`src/rtl/twelve_hour_timekeeper_pkg.sv`:
```
// Shared constants, FSM state type and BCD time-legality check for the timekeeper.
package timekeeper_pkg;

    localparam logic [7:0] SEC_MAX  = 8'h59;
    localparam logic [7:0] MIN_MAX  = 8'h59;
    localparam logic [7:0] HOUR_MIN = 8'h01;
    localparam logic [7:0] HOUR_MAX = 8'h12;
    localparam logic [7:0] HOUR_RST = 8'h12;

    typedef enum logic {
        ST_STOPPED = 1'b0,
        ST_RUNNING = 1'b1
    } state_t;

    // True when every digit is 0..9, hour is 01..12 and minute is 00..59.
    // Once the digits are valid, plain hex ordering matches decimal ordering.
    function automatic logic bcd_time_legal(input logic [7:0] h, input logic [7:0] m);
        logic digits_ok;
        digits_ok = (h[7:4] <= 4'd9) && (h[3:0] <= 4'd9) &&
                    (m[7:4] <= 4'd9) && (m[3:0] <= 4'd9);
        return digits_ok && (h >= HOUR_MIN) && (h <= HOUR_MAX) && (m <= MIN_MAX);
    endfunction

endpackage

```
`src/rtl/twelve_hour_timekeeper_if.sv`:
```
// Time-load handshake: the loader offers hour/min/pm, the timekeeper answers
// with ready and a one-cycle error pulse for rejected values.
interface twelve_hour_timekeeper_if;
    logic       set_valid;
    logic       set_ready;
    logic [7:0] set_hour;
    logic [7:0] set_min;
    logic       set_pm;
    logic       set_err;

    modport master (output set_valid, set_hour, set_min, set_pm,
                    input  set_ready, set_err);
    modport slave  (input  set_valid, set_hour, set_min, set_pm,
                    output set_ready, set_err);
endinterface

```
`src/rtl/twelve_hour_timekeeper_bcd_pair_counter.sv`:
```
// Two-digit BCD counter running LO..HI and wrapping back to LO.
// Synchronous load has priority over the count enable; carry marks the
// enabled step out of HI so the next stage can chain on it.
module bcd_pair_counter #(
    parameter logic [7:0] LO  = 8'h00,
    parameter logic [7:0] HI  = 8'h59,
    parameter logic [7:0] RST = 8'h00
) (
    input  logic       clk,
    input  logic       neg_clear,
    input  logic       en,
    input  logic       load,
    input  logic [7:0] load_val,
    output logic [7:0] value,
    output logic       carry
);

    assign carry = en && (value == HI);

    // Load, or step one BCD count with units rolling 9 -> 0 into the tens digit.
    always_ff @(posedge clk or negedge neg_clear) begin
        if (!neg_clear) begin
            value <= RST;
        end else if (load) begin
            value <= load_val;
        end else if (en) begin
            if (value == HI)
                value <= LO;
            else if (value[3:0] == 4'd9)
                value <= {value[7:4] + 4'd1, 4'd0};
            else
                value <= {value[7:4], value[3:0] + 4'd1};
        end
    end

endmodule

```
`src/rtl/twelve_hour_timekeeper.sv`:
```
// 12-hour BCD timekeeper: run/stop FSM, tick prescaler, sec/min/hour counter
// chain, AM/PM flag and a load port that is only open while stopped.
module twelve_hour_timekeeper
    import timekeeper_pkg::*;
#(
    parameter int DIV = 12
) (
    input  logic                          clk,
    input  logic                          neg_clear,
    input  logic                          tick,
    input  logic                          start,
    input  logic                          stop,
    twelve_hour_timekeeper_if.slave       set_bus,
    output logic [7:0]                    hour,
    output logic [7:0]                    min,
    output logic [7:0]                    sec,
    output logic                          pm,
    output logic                          running,
    output logic                          sec_pulse,
    output logic                          hour_pulse
);

    localparam int PW = (DIV > 1) ? $clog2(DIV) : 1;
    localparam logic [PW-1:0] PRESC_LAST = PW'(DIV - 1);

    state_t        state;
    state_t        state_next;
    logic [PW-1:0] presc;
    logic          fire;
    logic          legal;
    logic          load_ok;
    logic          adv;
    logic          sec_carry;
    logic          min_carry;
    logic          hour_wrap;
    logic          pm_toggle;

    assign running           = (state == ST_RUNNING);
    assign set_bus.set_ready = (state == ST_STOPPED);
    assign fire              = set_bus.set_valid && set_bus.set_ready;
    assign legal             = bcd_time_legal(set_bus.set_hour, set_bus.set_min);
    assign load_ok           = fire && legal;
    assign adv               = running && tick && (presc == PRESC_LAST);
    // The 12 -> 01 wrap must never flip AM/PM; only the 11 -> 12 step does.
    assign pm_toggle         = min_carry && !hour_wrap && (hour == 8'h11);

    // State register.
    always_ff @(posedge clk or negedge neg_clear) begin
        if (!neg_clear) state <= ST_STOPPED;
        else            state <= state_next;
    end

    // Next state: stop dominates start.
    always_comb begin
        state_next = state;
        case (state)
            ST_STOPPED: if (start && !stop) state_next = ST_RUNNING;
            ST_RUNNING: if (stop)           state_next = ST_STOPPED;
            default:                        state_next = ST_STOPPED;
        endcase
    end

    // Prescaler: counts ticks only while running, cleared by a legal load.
    always_ff @(posedge clk or negedge neg_clear) begin
        if (!neg_clear)
            presc <= '0;
        else if (load_ok)
            presc <= '0;
        else if (running && tick)
            presc <= adv ? '0 : presc + 1'b1;
    end

    // AM/PM flag, event pulses and the load-error pulse.
    always_ff @(posedge clk or negedge neg_clear) begin
        if (!neg_clear) begin
            pm          <= 1'b0;
            sec_pulse   <= 1'b0;
            hour_pulse  <= 1'b0;
            set_bus.set_err <= 1'b0;
        end else begin
            sec_pulse       <= adv;
            hour_pulse      <= min_carry;
            set_bus.set_err <= fire && !legal;
            if (load_ok)
                pm <= set_bus.set_pm;
            else if (pm_toggle)
                pm <= !pm;
        end
    end

    bcd_pair_counter #(.LO(8'h00), .HI(SEC_MAX), .RST(8'h00)) u_sec (
        .clk(clk), .neg_clear(neg_clear), .en(adv), .load(load_ok),
        .load_val(8'h00), .value(sec), .carry(sec_carry)
    );

    bcd_pair_counter #(.LO(8'h00), .HI(MIN_MAX), .RST(8'h00)) u_min (
        .clk(clk), .neg_clear(neg_clear), .en(sec_carry), .load(load_ok),
        .load_val(set_bus.set_min), .value(min), .carry(min_carry)
    );

    bcd_pair_counter #(.LO(HOUR_MIN), .HI(HOUR_MAX), .RST(HOUR_RST)) u_hour (
        .clk(clk), .neg_clear(neg_clear), .en(min_carry), .load(load_ok),
        .load_val(set_bus.set_hour), .value(hour), .carry(hour_wrap)
    );

endmodule

```
`src/flat_wrapper.sv`:
```
// flat-port wrapper written by rule: the top's interface ports become plain ports
module twelve_hour_timekeeper_flat import timekeeper_pkg::*;
#(
    parameter int DIV = 12
)
  (clk, neg_clear, tick, start, stop, hour, min, sec, pm, running, sec_pulse, hour_pulse, set_bus_set_valid, set_bus_set_hour, set_bus_set_min, set_bus_set_pm, set_bus_set_ready, set_bus_set_err);
  twelve_hour_timekeeper_if set_bus_i ();
  input  logic clk;
  input  logic neg_clear;
  input  logic tick;
  input  logic start;
  input  logic stop;
  output logic [7:0] hour;
  output logic [7:0] min;
  output logic [7:0] sec;
  output logic pm;
  output logic running;
  output logic sec_pulse;
  output logic hour_pulse;
  input wire logic [$bits(set_bus_i.set_valid)-1:0] set_bus_set_valid;
  input wire logic [$bits(set_bus_i.set_hour)-1:0] set_bus_set_hour;
  input wire logic [$bits(set_bus_i.set_min)-1:0] set_bus_set_min;
  input wire logic [$bits(set_bus_i.set_pm)-1:0] set_bus_set_pm;
  output wire logic [$bits(set_bus_i.set_ready)-1:0] set_bus_set_ready;
  output wire logic [$bits(set_bus_i.set_err)-1:0] set_bus_set_err;
  assign set_bus_i.set_valid = set_bus_set_valid;
  assign set_bus_i.set_hour = set_bus_set_hour;
  assign set_bus_i.set_min = set_bus_set_min;
  assign set_bus_i.set_pm = set_bus_set_pm;
  assign set_bus_set_ready = set_bus_i.set_ready;
  assign set_bus_set_err = set_bus_i.set_err;
  twelve_hour_timekeeper #(.DIV(DIV)) u_core (.clk(clk), .neg_clear(neg_clear), .tick(tick), .start(start), .stop(stop), .set_bus(set_bus_i), .hour(hour), .min(min), .sec(sec), .pm(pm), .running(running), .sec_pulse(sec_pulse), .hour_pulse(hour_pulse));
endmodule
```
`config.mk`:
```
export PLATFORM = sky130hd
export DESIGN_NAME = twelve_hour_timekeeper_flat
export DESIGN_NICKNAME = d
export VERILOG_FILES = /design/src/rtl/twelve_hour_timekeeper_pkg.sv /design/src/rtl/twelve_hour_timekeeper_if.sv /design/src/rtl/twelve_hour_timekeeper_bcd_pair_counter.sv /design/src/rtl/twelve_hour_timekeeper.sv /design/src/flat_wrapper.sv
export SDC_FILE = /design/constraint.sdc
export NUM_CORES = 1
export LEC_CHECK = 0
export ABC_AREA = 0
export CAP_MARGIN = 20
export CORE_MARGIN = 3
export CORE_UTILIZATION = 48
export DETAILED_ROUTE_END_ITERATION = 10
export GPL_TIMING_DRIVEN = 0
export HOLD_SLACK_MARGIN = 0.1
export MAX_ROUTING_LAYER = met4
export PLACE_DENSITY_LB_ADDON = 0.1
export SKIP_LAST_GASP = 1
export SYNTH_ARGS = -nofsm -noshare
export SYNTH_HDL_FRONTEND = slang
export SYNTH_SLANG_ARGS = --single-unit
```
`constraint.sdc`:
```
create_clock -name clk -period 2.3 [get_ports clk]
set_input_delay 0.69 -clock clk [delete_from_list [all_inputs] [get_ports clk]]
set_output_delay 0.69 -clock clk [all_outputs]
set_load 0.01 [all_outputs]
```
==> results.toml <==
[global_route]
grt-ovfl-total = 0
grt_max_degree = 34
antenna_found_initial = 0
grt_pass1_wl_um = 8045
grt_pass1_vias = 1677
grt_usage_pct = 21.11

[hold_path]
hp-class = "input port to async pin"

[pwr]
finalPower_mw = 1.466
worst_ir_drop_vdd_mv = 0.4808
p_per_area_mw_per_mm2 = 524.6
switching_share_pct = 30.26
power_frac_comb_pct = 20.1
p_sw_mw = 0.4435
clockPowerShare_pct = 29.6
p_int_mw = 1.022
pwr-share-seq_pct = 50.3
p_leak_nw = 1.230

[sta]
whs_ns = 0.4519
slew_viol_final = 0
maxSlewHeadroom_pct = 51.33
worst_pin_slew_ns = 0.7301
fin_crit_ns = 2.239
setup_viol = 0
period_share_pct = 97.35
finalClockSkew_ns = 0.008223
fmax_ghz = 0.4466
finalHoldViolCount = 0

[yosys]
synth-edff-count = 0
syn_avg_cell_area_sq_um = 8.893
synth_seq_cells = 33
synth_area_sq_mm = 0.001983
synth.most_common_cell = "dfrtp_1"
yosysSeqAreaShare_pct = 41.77
yosys.cell_types.count = 42
synthTopCellsByCount = "dfrtp_1 (31), nand2_1 (22), a21oi_1 (19), nor2_1 (19), o21ai_0 (18)"
async_flop_share_pct = 100.0
yosysTopAreaCellShare_pct = 39.12
yosys.area.top_type = "dfrtp_1"
synth_ff_type = "dfrtp_1"
synthTopCellsByArea = "dfrtp_1 (39%), ha_1 (6.9%), a21oi_1 (4.8%)"
postSynthCellCount = 223
yosys_warnings = 0
synth_nets = 257

[clock_network]
clk_latency_ns = 0.29
numCtsBuffers = 5
clock_sinks = 33
cts_hold_buf = 0
cts-root-buf = "clkbuf_8"
htree_levels = 2
ctsLongestPathBuffers = 2
clkTransAtPathRegs_ns = 0.07
cts_tree = "yes"

[placed_design]
gp_congestion = 0.8132
port_buffers = 52
dp_hpwl_um = 3431

[worst_setup_path]
cp.arrival_ns = 2.46
cp-end-kind = "register"
cp.required_ns = 2.52
path_max_fanout = 6
critical_path_class = "input port to register"
startpoint_type = "input port"

[routing]
routed_wl_um = 4903
route.detailed.drc = 0
antenna_left = 0
viasPerCell = 5.445
wl_per_cell_um = 14.46
dr.first_iter.drc_count = 85
dr.pass1.iters = 4
vias = 1846

[die]
core_sq_mm = 0.003826
die_area_sq_mm = 0.004939
initial_core_util_pct = 51.83
floorplan.rows = 22
die_y_um = 70.28
fp.dieW_um = 70.28
ios = 53

[cells_and_area]
num_antenna_cells = 0
fin_nets = 324
area_growth_pct = 40.88
drive_gt1_share_pct = 15.81

[outcome]
status = "finished clean"

[flow_run]
cap_violations = 0
[worst max-delay path: stages]
cell and delay, ns:
clkdlybuf4s50_1 0.51, and4b_2 0.29, nand4_4 0.13, or2_1 0.25, buf_6 0.13, or3_1 0.31
a21oi_1 0.14
[power groups by stage]
stage	registers, mW	logic [mW]	clock network, mW
floorplan	0.740	0.132	0
global placement	0.741	0.281	0
detailed placement	0.744	0.289	0
CTS	0.735	0.292	0.450
global route	0.751	0.323	0.472
finish	0.737	0.294	0.434
[routing by layer]
layer | vias to the layer above | share of wire [%] | track usage (%)
li1 | 923 | - | -
met1 | 859 | 46 | 27.80
met2 | 56 | 47 | 31.50
met3 | 8 | 5.0 | 4.460
met4 | 0 | 1.9 | 8.723
met5 | - | 0 | -
[logic make-up after synthesis]
family,synth area share (%)
compound gates,12.18
xor+xnor,3.092
fa+ha+maj,6.940
buf+inv,4.353
flops,41.77
mux,2.587
simple gates,29.09
[path summary, 6_finish.rpt]
check / from / end / slack [ns] / cells after the start
max: tick / u_core.u_hour.value[5] / 0.06 / 7
min: neg_clear / u_core.u_sec.value[7] / 0.45 / 1
max reg2reg: u_core.u_min.value[1] / u_core.u_hour.value[5] / 0.24 / 9
min reg2reg: u_core.presc[1] / u_core.presc[1] / 0.55 / 2
max in group asynchronous: neg_clear / u_core.presc[1] / 1.37 / 1
min in group clk: u_core.presc[1] / u_core.presc[1] / 0.55 / 2
[stage by stage]
| stage | worst slack (ns) | area, sq um | std cells | setup TNS, ns | utilization [%] |
|---|---|---|---|---|---|
| 3_5_place_dp | -0.5074 | 2559 | 323 | -11.75 | 66.87 |
| 5_1_grt | -0.009819 | 2794 | 339 | -0.01857 | 73.02 |
| 6_report | 0.06091 | 2794 | 339 | 0 | 73.02 |
| 2_1_floorplan | 0.1416 | 1983 | 223 | 0 | - |
| 4_1_cts | 0.001711 | 2671 | 331 | 0 | 69.82 |
| 3_3_place_gp | -0.5251 | 2564 | 323 | -17.41 | 67.00 |
[registers in the layout, indices dropped and copies added (netlist names)]
| signal | count |
|---|---|
| u_core.pm | 1 |
| u_core.u_min.value | 8 |
| u_core.u_hour.value | 8 |
| u_core.sec_pulse | 1 |
| u_core.hour_pulse | 1 |
| u_core.set_bus.set_err | 1 |
| u_core.u_sec.value | 8 |
| u_core.running | 1 |
| u_core.presc | 4 |
[cells in the final DEF (no fill, tap or decap), drive strengths merged, types with 6 or more instances in the layout]
cell and n:
a21oi 19, buf 17, clkbuf 7, clkdlybuf4s50 45, dfrtp 31, dlymetal6s2s 6, ha 11, inv 9
nand2 23, nand3 12, nor2 19, nor2b 8, nor3 9, nor4 6, o21ai 18
[timing repair]
item | CTS | global route
pin swaps | 2 | 5
endpoints found under the setup margin | 25 | 25
gates cloned | 0 | 0
buffers inserted | 0 | 8
resized for setup | 8 | 26
[final cells by class]
type                       count  area (sq um)
inverter                       9         36.28
multi-input combinational    172          1127
fill                         315          1032
sequential                    33         828.3
clock inverter                 2         10.01
timing repair buffer          60         594.3
clock buffer                   6         72.57
buffer                         9         65.06
tap                           48         60.06
Note: power is estimated with default switching activity, not from simulation.
